`src/rtl/trng_pkg.sv`:
```
// Shared types and default sizing for the trng word arbiter slice.
// Latency: n/a (declarations only).
// Backpressure: n/a (declarations only).
package trng_pkg;

    localparam int TRNG_WORD_W     = 8;
    localparam int TRNG_NREQ       = 4;
    localparam int TRNG_FIFO_DEPTH = 4;
    localparam int TRNG_REP_LIMIT  = 16;

    typedef enum logic [0:0] {
        ARB_RUN   = 1'b0,
        ARB_ALARM = 1'b1
    } trng_arb_state_e;

endpackage

```
`src/rtl/trng_word_fifo.sv`:
```
// Small synchronous word FIFO between the bit packer and the arbiter.
// Latency: a word pushed on edge N is visible on head after edge N (no bypass while empty).
// Backpressure: none; the caller decides drops; pop on empty and push on full without pop are ignored.
// Ports: clk/rst (sync, active-high); push/push_dat write; pop advances head;
//        flush empties in one edge and wins over push/pop; head, level, full report status.
module trng_word_fifo
    import trng_pkg::*;
#(
    parameter int WORD_W = TRNG_WORD_W,
    parameter int DEPTH  = TRNG_FIFO_DEPTH,
    localparam int PTR_W = $clog2(DEPTH),
    localparam int LVL_W = $clog2(DEPTH + 1)
) (
    input  logic              clk,
    input  logic              rst,
    input  logic              push,
    input  logic [WORD_W-1:0] push_dat,
    input  logic              pop,
    input  logic              flush,
    output logic [WORD_W-1:0] head,
    output logic [LVL_W-1:0]  level,
    output logic              full
);

    logic [WORD_W-1:0] mem_q [DEPTH];
    logic [PTR_W-1:0]  rd_ptr_q, rd_ptr_d;
    logic [PTR_W-1:0]  wr_ptr_q, wr_ptr_d;
    logic [LVL_W-1:0]  cnt_q, cnt_d;
    logic              empty;
    logic              do_push;
    logic              do_pop;

    // Pointers wrap explicitly so non-power-of-two depths also work.
    function automatic logic [PTR_W-1:0] ptr_inc(input logic [PTR_W-1:0] p);
        return (p == PTR_W'(DEPTH - 1)) ? '0 : p + PTR_W'(1);
    endfunction

    assign empty   = (cnt_q == '0);
    assign full    = (cnt_q == LVL_W'(DEPTH));
    assign do_pop  = pop && !empty;
    // A full FIFO still accepts a push when the same edge frees a slot.
    assign do_push = push && (!full || do_pop);

    always_comb begin
        rd_ptr_d = rd_ptr_q;
        wr_ptr_d = wr_ptr_q;
        cnt_d    = cnt_q;
        if (flush) begin
            rd_ptr_d = '0;
            wr_ptr_d = '0;
            cnt_d    = '0;
        end else begin
            if (do_push) begin
                wr_ptr_d = ptr_inc(wr_ptr_q);
            end
            if (do_pop) begin
                rd_ptr_d = ptr_inc(rd_ptr_q);
            end
            case ({do_push, do_pop})
                2'b10:   cnt_d = cnt_q + LVL_W'(1);
                2'b01:   cnt_d = cnt_q - LVL_W'(1);
                default: cnt_d = cnt_q;
            endcase
        end
    end

    always_ff @(posedge clk) begin
        if (rst) begin
            rd_ptr_q <= '0;
            wr_ptr_q <= '0;
            cnt_q    <= '0;
        end else begin
            rd_ptr_q <= rd_ptr_d;
            wr_ptr_q <= wr_ptr_d;
            cnt_q    <= cnt_d;
        end
    end

    // Storage needs no reset: the count alone says what is valid.
    always_ff @(posedge clk) begin
        if (do_push && !flush) begin
            mem_q[wr_ptr_q] <= push_dat;
        end
    end

    assign head  = mem_q[rd_ptr_q];
    assign level = cnt_q;

endmodule

```
`src/rtl/trng_word_arbiter.sv`:
```
// Packs the qualified trng bit stream into words, queues them and grants each to one requester round-robin.
// Latency: word push to earliest grant is one edge; req to o_gnt is one edge; o_gnt/o_data last one cycle.
// Backpressure: none upstream; words arriving at a full FIFO with no pop are dropped; a repetition alarm blocks all output.
// Ports: clk/rst (sync, active-high); i_valid/i_bit serial input; req level requests;
//        o_gnt one-hot grant with o_data; o_level FIFO occupancy; o_alarm sticky health failure.
module trng_word_arbiter
    import trng_pkg::*;
#(
    parameter int WORD_W    = TRNG_WORD_W,
    parameter int NREQ      = TRNG_NREQ,
    parameter int DEPTH     = TRNG_FIFO_DEPTH,
    parameter int REP_LIMIT = TRNG_REP_LIMIT,
    localparam int BCNT_W   = $clog2(WORD_W),
    localparam int LAST_W   = $clog2(NREQ),
    localparam int LVL_W    = $clog2(DEPTH + 1),
    localparam int REP_W    = $clog2(REP_LIMIT + 1)
) (
    input  logic              clk,
    input  logic              rst,
    input  logic              i_valid,
    input  logic              i_bit,
    input  logic [NREQ-1:0]   req,
    output logic [NREQ-1:0]   o_gnt,
    output logic [WORD_W-1:0] o_data,
    output logic [LVL_W-1:0]  o_level,
    output logic              o_alarm
);

    trng_arb_state_e   state_q, state_d;
    logic [WORD_W-1:0] shift_q, shift_d;
    logic [BCNT_W-1:0] bcnt_q, bcnt_d;
    logic [REP_W-1:0]  rep_q, rep_d;
    logic              prev_q, prev_d;
    logic [LAST_W-1:0] last_q, last_d;
    logic [NREQ-1:0]   gnt_q, gnt_d;
    logic [WORD_W-1:0] data_q, data_d;

    logic [WORD_W-1:0] word;
    logic              word_done;
    logic [REP_W-1:0]  rep_next;
    logic              health_fail;
    logic              rr_found;
    logic [LAST_W-1:0] rr_winner;
    logic [LAST_W-1:0] rr_cand;

    logic              fifo_push;
    logic              fifo_pop;
    logic              fifo_flush;
    logic [WORD_W-1:0] fifo_head;
    logic [LVL_W-1:0]  fifo_level;
    logic              fifo_full;

    trng_word_fifo #(
        .WORD_W (WORD_W),
        .DEPTH  (DEPTH)
    ) u_fifo (
        .clk      (clk),
        .rst      (rst),
        .push     (fifo_push),
        .push_dat (word),
        .pop      (fifo_pop),
        .flush    (fifo_flush),
        .head     (fifo_head),
        .level    (fifo_level),
        .full     (fifo_full)
    );

    assign word = {shift_q[WORD_W-2:0], i_bit};

    // rep_q == 0 marks "no valid bit seen yet", so the first bit always starts a run of 1.
    always_comb begin
        rep_next = REP_W'(1);
        if (rep_q != '0 && i_bit == prev_q) begin
            rep_next = (rep_q == REP_W'(REP_LIMIT)) ? rep_q : rep_q + REP_W'(1);
        end
    end

    assign health_fail = i_valid && (rep_next == REP_W'(REP_LIMIT));

    // Round-robin: search upward from the slot after the last winner, wrapping.
    always_comb begin
        rr_found  = 1'b0;
        rr_winner = last_q;
        rr_cand   = '0;
        for (int i = 1; i <= NREQ; i++) begin
            rr_cand = LAST_W'((int'(last_q) + i) % NREQ);
            if (!rr_found && req[rr_cand]) begin
                rr_found  = 1'b1;
                rr_winner = rr_cand;
            end
        end
    end

    always_comb begin
        state_d    = state_q;
        shift_d    = shift_q;
        bcnt_d     = bcnt_q;
        rep_d      = rep_q;
        prev_d     = prev_q;
        last_d     = last_q;
        gnt_d      = '0;
        data_d     = '0;
        word_done  = 1'b0;
        fifo_push  = 1'b0;
        fifo_pop   = 1'b0;
        fifo_flush = 1'b0;

        case (state_q)
            ARB_RUN: begin
                if (health_fail) begin
                    // Failing bit, partial word and queued words are all discarded;
                    // no grant is made on this edge either.
                    state_d    = ARB_ALARM;
                    shift_d    = '0;
                    bcnt_d     = '0;
                    rep_d      = rep_next;
                    prev_d     = i_bit;
                    fifo_flush = 1'b1;
                end else begin
                    if (i_valid) begin
                        rep_d   = rep_next;
                        prev_d  = i_bit;
                        shift_d = word;
                        if (bcnt_q == BCNT_W'(WORD_W - 1)) begin
                            bcnt_d    = '0;
                            word_done = 1'b1;
                        end else begin
                            bcnt_d = bcnt_q + BCNT_W'(1);
                        end
                    end
                    // Grant uses the head as it stood before this edge, so a
                    // word pushed now is only grantable from the next edge.
                    if (rr_found && fifo_level != '0) begin
                        gnt_d[rr_winner] = 1'b1;
                        data_d           = fifo_head;
                        fifo_pop         = 1'b1;
                        last_d           = rr_winner;
                    end
                    // Full without a simultaneous pop: the word is dropped.
                    fifo_push = word_done && (!fifo_full || fifo_pop);
                end
            end
            ARB_ALARM: begin
                state_d = ARB_ALARM;
            end
            default: begin
                state_d = ARB_ALARM;
            end
        endcase
    end

    always_ff @(posedge clk) begin
        if (rst) begin
            state_q <= ARB_RUN;
            shift_q <= '0;
            bcnt_q  <= '0;
            rep_q   <= '0;
            prev_q  <= 1'b0;
            last_q  <= LAST_W'(NREQ - 1);
            gnt_q   <= '0;
            data_q  <= '0;
        end else begin
            state_q <= state_d;
            shift_q <= shift_d;
            bcnt_q  <= bcnt_d;
            rep_q   <= rep_d;
            prev_q  <= prev_d;
            last_q  <= last_d;
            gnt_q   <= gnt_d;
            data_q  <= data_d;
        end
    end

    assign o_gnt   = gnt_q;
    assign o_data  = data_q;
    assign o_level = fifo_level;
    assign o_alarm = (state_q == ARB_ALARM);

endmodule

```
`config.mk`:
```
export PLATFORM = sky130hd
export DESIGN_NAME = trng_word_arbiter
export DESIGN_NICKNAME = d
export VERILOG_FILES = /design/src/rtl/trng_pkg.sv /design/src/rtl/trng_word_fifo.sv /design/src/rtl/trng_word_arbiter.sv
export SDC_FILE = /design/constraint.sdc
export NUM_CORES = 1
export LEC_CHECK = 0
export ABC_CLOCK_PERIOD_IN_PS = 5800
export BUFFER_PORTS_ARGS = -buffer_cell sky130_fd_sc_hd__buf_2
export CAP_MARGIN = 10
export CORE_ASPECT_RATIO = 1.4
export CORE_MARGIN = 1.5
export CORE_UTILIZATION = 42
export CTS_CLUSTER_DIAMETER = 150
export DETAILED_ROUTE_END_ITERATION = 12
export PLACE_DENSITY = 0.55
export SETUP_SLACK_MARGIN = 0.5
export SYNTH_ARGS = -nofsm -noshare
export SYNTH_HDL_FRONTEND = slang
export SYNTH_SLANG_ARGS = --single-unit
```
`constraint.sdc`:
```
create_clock -name clk -period 5.8 [get_ports clk]
set_clock_uncertainty 0.2 [all_clocks]
set_input_delay 0 -clock clk [delete_from_list [all_inputs] [get_ports clk]]
set_output_delay 0 -clock clk [all_outputs]
set_load 0.005 [all_outputs]
```
==> flow_metrics.env, run 1 <==
export IMPL_grt_usage_pct=15.8
export IMPL_report_final_slew_viol_count=0
export IMPL_period_minus_slack_ps=3640
export IMPL_syn2layout_area_growth_pct=16.3
export IMPL_core_mm2=0.00698
export IMPL_timing_rr_start="rep_q[0]"
export IMPL_async_flop_share_pct=0
export IMPL_crit_arrival_ps=3670
export IMPL_fp_dieH_um=103
export IMPL_globalRouteOverflowTotal=0
export IMPL_grt_max_degree=27
export IMPL_startpoint_type="register"
export IMPL_fillers=615
export IMPL_antenna_left=0
export IMPL_drc=0
export IMPL_drv_cap=0
export IMPL_vias_per_cell=5.12
export IMPL_cts_max_path_buffers=2
export IMPL_max_slew_margin_pct=35.0
export IMPL_clockRootBuffer="clkbuf_8"
export IMPL_hp_start="req[0]"
export IMPL_finalWeightedCongestion=0.741
export IMPL_worst_setup_path_type="reg2reg"
export IMPL_crit_path_cell_trace="inv_1 > ha_1 > nor2b_1 > o31ai_1 > o2111ai_2 > o211ai_1 > nor4_2 > dlygate4sd3_1"
export IMPL_synth_edf_count=32
export IMPL_pwr_share_comb_pct=21.2
export IMPL_critPathMaxStageDelay_ps=1000
export IMPL_min_to="last_q[0]"
export IMPL_setup_viol=0
export IMPL_clock_sinks=70
export IMPL_vias=1954
export IMPL_drtIter0Drc=89
export IMPL_min_path_cells=5
export IMPL_worstPathMaxFanout=22
export IMPL_cp_startpoint="rep_q[0]"
export IMPL_dr_wl_met3_um=164
export IMPL_worst_r2r_cell_count=8
export IMPL_cts_buffers=9
export IMPL_synth_fp_nets=271
export IMPL_p_per_area_mw_per_mm2=384
export IMPL_path_clk_slew_ps=80
export IMPL_p_sw_mw=0.376
export IMPL_worstPathRequired_ps=5840
export IMPL_dpl_hpwl_um=3550
export IMPL_max_freq_mhz=275
export IMPL_htreeDepth=3
export IMPL_seqPwrFrac_pct=44.7
export IMPL_tns_ps=0
export IMPL_insertion_delay_ps=340
export IMPL_top_layer_used="met4"
export IMPL_p_int_mw=0.972
export IMPL_cts_setup_buffers=0
export IMPL_final_cells=382
export IMPL_dp_cells=359
export IMPL_synth_seq_area_share_pct=57.0
export IMPL_synth_top_area_share_pct=31.8
export IMPL_synthCells=252
export IMPL_layout_common_cells="dfxtp_1, edfxtp_1, buf_2, a21oi_1, nand2_1"
export IMPL_nets=301
export IMPL_r2r_slack_ps=2160
export IMPL_syn_area_mm2=0.00302
export IMPL_ys_ff_latch=70
export IMPL_io_buffers=23
export IMPL_leakagePower_nw=1.29
export IMPL_grt_pass1_wl_um=8880
export IMPL_dieArea_mm2=0.00771
export IMPL_synthTopCellsByArea="edfxtp_1, dfxtp_1, mux4_2"
export IMPL_status="finished clean"
export IMPL_hp_class="in2reg"
export IMPL_wl_um=5450
export IMPL_finalHoldViolations=0
export IMPL_antenna_found_initial=0
export IMPL_wl_per_cell_um=14.3
export IMPL_clkPwrFrac_pct=34.2
export IMPL_synth_ff_type="dfxtp_1"
export IMPL_final_common_cell="dfxtp_1"
export IMPL_worstMarginPinSlew_ps=970
export IMPL_wl_met1_um=2510
export IMPL_period_share_pct=62.7
export IMPL_yosysTopAreaCell="edfxtp_1"
export IMPL_avgSynthCellArea_um2=12.0
export IMPL_endpoint_kind="register"
export IMPL_power_share_switching_pct=27.9
export IMPL_drive_gt1_share_pct=19.5
export IMPL_cts_tree="done"
export IMPL_r2r_end="o_gnt[3]"
export IMPL_firstDrtPassIters=4
export IMPL_grt_pass1_vias=1807
export IMPL_yosys_warnings=0
export IMPL_wl_met2_um=2680
export IMPL_initial_core_util_pct=43.2
export IMPL_fp_dieW_um=74.6
export IMPL_synth_cell_types=47
export IMPL_rsz0062_at_grt="false"
export IMPL_placementRows=36
export IMPL_ir_drop_mv=0.119
export IMPL_critPathSlowestCell="o211ai_1"
export IMPL_ios=24
export IMPL_n_antenna_cell=0
registers in the layout, summed over array words and instances (netlist names):
signal and cells:
shift_q 7, last_q 2, u_fifo.mem_q 32, o_alarm 1, u_fifo.rd_ptr_q 2, rep_q 5
prev_q 1, bcnt_q 3, o_gnt 4, u_fifo.wr_ptr_q 2, u_fifo.level 3, o_data 8
worst max-delay path, delay by kind of cell (launching register included):
family	cells	cell delay [ps]
buf+inv	2	680
flops	1	440
compound gates	3	1800
simple gates	2	230
fa+ha+maj	1	190
area by class of cell:
| type | instances | area, um2 | share of cell area [%] |
|---|---|---|---|
| tap | 95 | 119 | 3.39 |
| multi-input combinational | 157 | 1180 | 33.7 |
| clock inverter | 6 | 91.3 | 2.60 |
| timing repair buffer | 32 | 200 | 5.70 |
| sequential | 70 | 1720 | 49.0 |
| clock buffer | 10 | 149 | 4.24 |
| inverter | 12 | 45.0 | 1.28 |
synthesized netlist by cell type (all sizes together), types with 3 or more instances:
library cell,count
mux2i,6
a21oi,20
nand3,3
ha,10
xnor2,3
nor2b,11
xor2,3
o21ai,7
nand2,17
nor2,12
o211ai,13
and2,5
buf,5
clkbuf,8
inv,12
edfxtp,32
nand2b,3
nor3,11
dfxtp,38
mux4,8
per-layer routing:
metal  up-vias  global-route usage [%]
li1        976                       -
met1       940                    20.1
met2        29                    24.3
met3         9                    3.97
met4         0                    9.09
met5         -                       0
cell families (layout without fill, tap and decap cells):
family / count (synthesis) / in the layout / share of synthesized area, %
simple gates: 74 / 74 / 12.9
mux: 14 / 14 / 7.96
compound gates: 52 / 52 / 11.9
fa+ha+maj: 11 / 11 / 4.81
xor+xnor: 6 / 6 / 1.74
buf+inv: 25 / 60 / 3.69
flops: 70 / 70 / 57.0
repair_timing:
| item | CTS | global route |
|---|---|---|
| endpoints found under the setup margin | 0 | 0 |
| gates resized for setup | 0 | 0 |
| endpoints found under the hold margin | 29 | 0 |
| hold buffers | 7 | 0 |
power by group through the flow:
stage	Combinational, mW	Clock [mW]	Sequential (mW)
3_3_place_gp	0.278	0	0.613
2_1_floorplan	0.234	0	0.590
3_5_place_dp	0.280	0	0.614
4_1_cts	0.289	0.477	0.603
5_1_grt	0.326	0.493	0.612
6_report	0.285	0.460	0.602
worst max path at each step:
stage | end | slack, ps | depth (start not counted)
floorplan | u_fifo.level[2] | 2950 | 14
global placement | u_fifo.level[2] | 2280 | 14
detailed placement | u_fifo.level[2] | 2220 | 14
CTS | o_gnt[3] | 2090 | 8
global route | o_gnt[3] | 1790 | 8
finish | o_gnt[3] | 2160 | 8
per-stage QoR:
step	utilization (%)	total power, mW	cell area [um2]	setup WS [ps]	hold WS (ps)
detailed placement	45.8	0.894	3200	2220	105
CTS	50.3	1.37	3510	2090	45.5
finish	50.3	1.35	3510	2160	65.6
floorplan	-	0.824	3020	2950	-101
global placement	45.8	0.891	3200	2280	102
global route	50.3	1.43	3510	1790	140
Note: power is estimated with default switching activity, not from simulation.
==> run 2: changes to the inputs <==
Settings changed: ABC_CLOCK_PERIOD_IN_PS 5800 to 3600.
Clock period 5.8 ns to 3.6 ns, I/O delays scaled along.
==> flow_metrics.env, run 2 (synthesized netlist as in run 1, its figures left out) <==
export IMPL_status="finished clean"
export IMPL_initial_core_util_pct=43.2
export IMPL_syn2layout_area_growth_pct=17.4
export IMPL_worstPathRequired_ps=3620
export IMPL_cts_max_path_buffers=2
export IMPL_firstDrtPassIters=4
export IMPL_setup_viol=0
export IMPL_htreeDepth=3
export IMPL_grt_pass1_wl_um=9030
export IMPL_crit_path_cell_trace="inv_1 > ha_1 > nor2b_1 > o31ai_2 > o2111ai_4 > o21a_4 > inv_1 > ha_2 > inv_1 > fa_2 > xor2_1 > nor2_1 > xnor2_1 > nor3_1"
export IMPL_finalHoldViolations=0
export IMPL_rsz0062_at_grt="false"
export IMPL_finalPower_mw=2.09
export IMPL_ios=24
export IMPL_placementRows=36
export IMPL_startpoint_type="register"
export IMPL_drtIter0Drc=143
export IMPL_drive_gt1_share_pct=22.3
export IMPL_globalRouteOverflowTotal=0
export IMPL_critPathTopFamily="compound AO/OA/AOI/OAI gates"
export IMPL_period_minus_slack_ps=2950
export IMPL_max_slew_margin_pct=55.6
export IMPL_largest_reg_flops=32
export IMPL_clock_sinks=70
export IMPL_vias=1979
export IMPL_top_register="u_fifo.mem_q"
export IMPL_critPathSlowestCell="dfxtp_4"
export IMPL_worstPathMaxFanout=6
export IMPL_hp_class="in2reg"
export IMPL_ff_latch_area_mm2=0.00173
export IMPL_endpoint_kind="register"
export IMPL_tns_ps=0
export IMPL_nets=305
export IMPL_clockRootBuffer="clkbuf_8"
export IMPL_cts_tree="done"
export IMPL_cpMostUsedCell="inv_1"
export IMPL_antenna_found_initial=0
export IMPL_p_per_area_mw_per_mm2=591
export IMPL_grt_pass1_vias=1810
export IMPL_path_clk_slew_ps=70
export IMPL_critPathMaxStageDelay_ps=370
export IMPL_grt_max_degree=27
export IMPL_drc=0
export IMPL_leakagePower_nw=1.28
export IMPL_final_common_cell="dfxtp_1"
export IMPL_fp_dieW_um=74.6
export IMPL_ir_drop_mv=0.183
export IMPL_finalWeightedCongestion=0.736
export IMPL_worstMarginPinSlew_ps=666
export IMPL_max_freq_mhz=340
export IMPL_worst_setup_path_type="reg2reg"
export IMPL_antenna_left=0
export IMPL_insertion_delay_ps=350
export IMPL_layout_common_cells="dfxtp_1, edfxtp_1, buf_2, a21oi_1, nand2_1"
export IMPL_fp_dieH_um=103
export IMPL_grt_usage_pct=16.4
export IMPL_wl_per_cell_um=14.8
export IMPL_n_antenna_cell=0
export IMPL_crit_arrival_ps=2960
export IMPL_worst_path_buf_inv=3
export IMPL_core_mm2=0.00698
export IMPL_period_share_pct=81.8
export IMPL_dieArea_mm2=0.00771
export IMPL_wl_um=5710
export IMPL_report_final_slew_viol_count=0
export IMPL_multi_input_area_mm2=0.00122
export IMPL_cts_buffers=9
export IMPL_drv_cap=0
export IMPL_dpl_hpwl_um=3710
export IMPL_io_buffers=23
export IMPL_fillers=641
export IMPL_vias_per_cell=5.13
run 2: cell count changes in the layout (fill, tap and decap cells not counted), sizes merged:
| cell | change |
|---|---|
| bufinv | -1 |
| buf | +4 |
| clkinvlp | +2 |
| clkbuf | +1 |
| clkinv | -2 |
run 2: report_power, final:
| group | total [mW] | internal, mW | switching [mW] |
|---|---|---|---|
| clock network | 0.633 | 0.339 | 0.294 |
| registers | 0.969 | 0.894 | 0.0752 |
| logic | 0.490 | 0.255 | 0.234 |
| total | 2.09 | 1.49 | 0.603 |
run 2: cell type report:
| class | count | share of cell area (%) |
|---|---|---|
| Tap cell | 95 | 3.36 |
| Multi-Input combinational cell | 157 | 34.5 |
| Timing Repair Buffer | 36 | 6.50 |
| Clock buffer | 11 | 3.99 |
| Sequential cell | 70 | 48.7 |
| Clock inverter | 5 | 1.62 |
| Inverter | 12 | 1.27 |
run 2: final timing paths:
check                           startpoint  slack (ps)  depth (start not counted)               to
worst max-delay path              rep_q[0]         650                         14  u_fifo.level[2]
worst min-delay path                req[1]          50                          4         o_gnt[3]
worst max register to register    rep_q[0]         650                         14  u_fifo.level[2]
worst min register to register   bcnt_q[1]         260                          2        bcnt_q[1]
run 2: worst reg2reg max path, cell delays in order (launching register included):
cell and delay (ps):
dfxtp_4 370, inv_1 50, ha_1 180, nor2b_1 160, o31ai_2 300, o2111ai_4 210, o21a_4 260, inv_1 60
ha_2 180, inv_1 60, fa_2 330, xor2_1 150, nor2_1 130, xnor2_1 130, nor3_1 60
run 2: metrics by stage:
step / utilization [%] / hold WS, ps / setup slack [ps] / area [um2] / cells
finish: 50.7 / 48.7 / 655 / 3540 / 386
global placement: 46.1 / 92.3 / 620 / 3220 / 361
detailed placement: 46.1 / 103 / 533 / 3220 / 361
CTS: 49.9 / 25.0 / 516 / 3480 / 384
global route: 50.7 / 78.0 / 478 / 3540 / 386
floorplan: - / -101 / 746 / 3020 / 252
run 2: repair_timing:
action	in CTS	in global routing
buffers inserted	0	2
hold buffers	7	0
setup endpoints to repair	0	3
hold endpoints to repair	28	0
resized for setup	0	11
run 2: layer usage:
layer | wire, um | vias up | GRT usage, %
met2 | 2800 | 31 | 25.8
met5 | 0 | - | 0
met1 | 2510 | 950 | 19.3
met4 | 259 | 0 | 12.6
li1 | - | 982 | -
met3 | 138 | 16 | 3.49
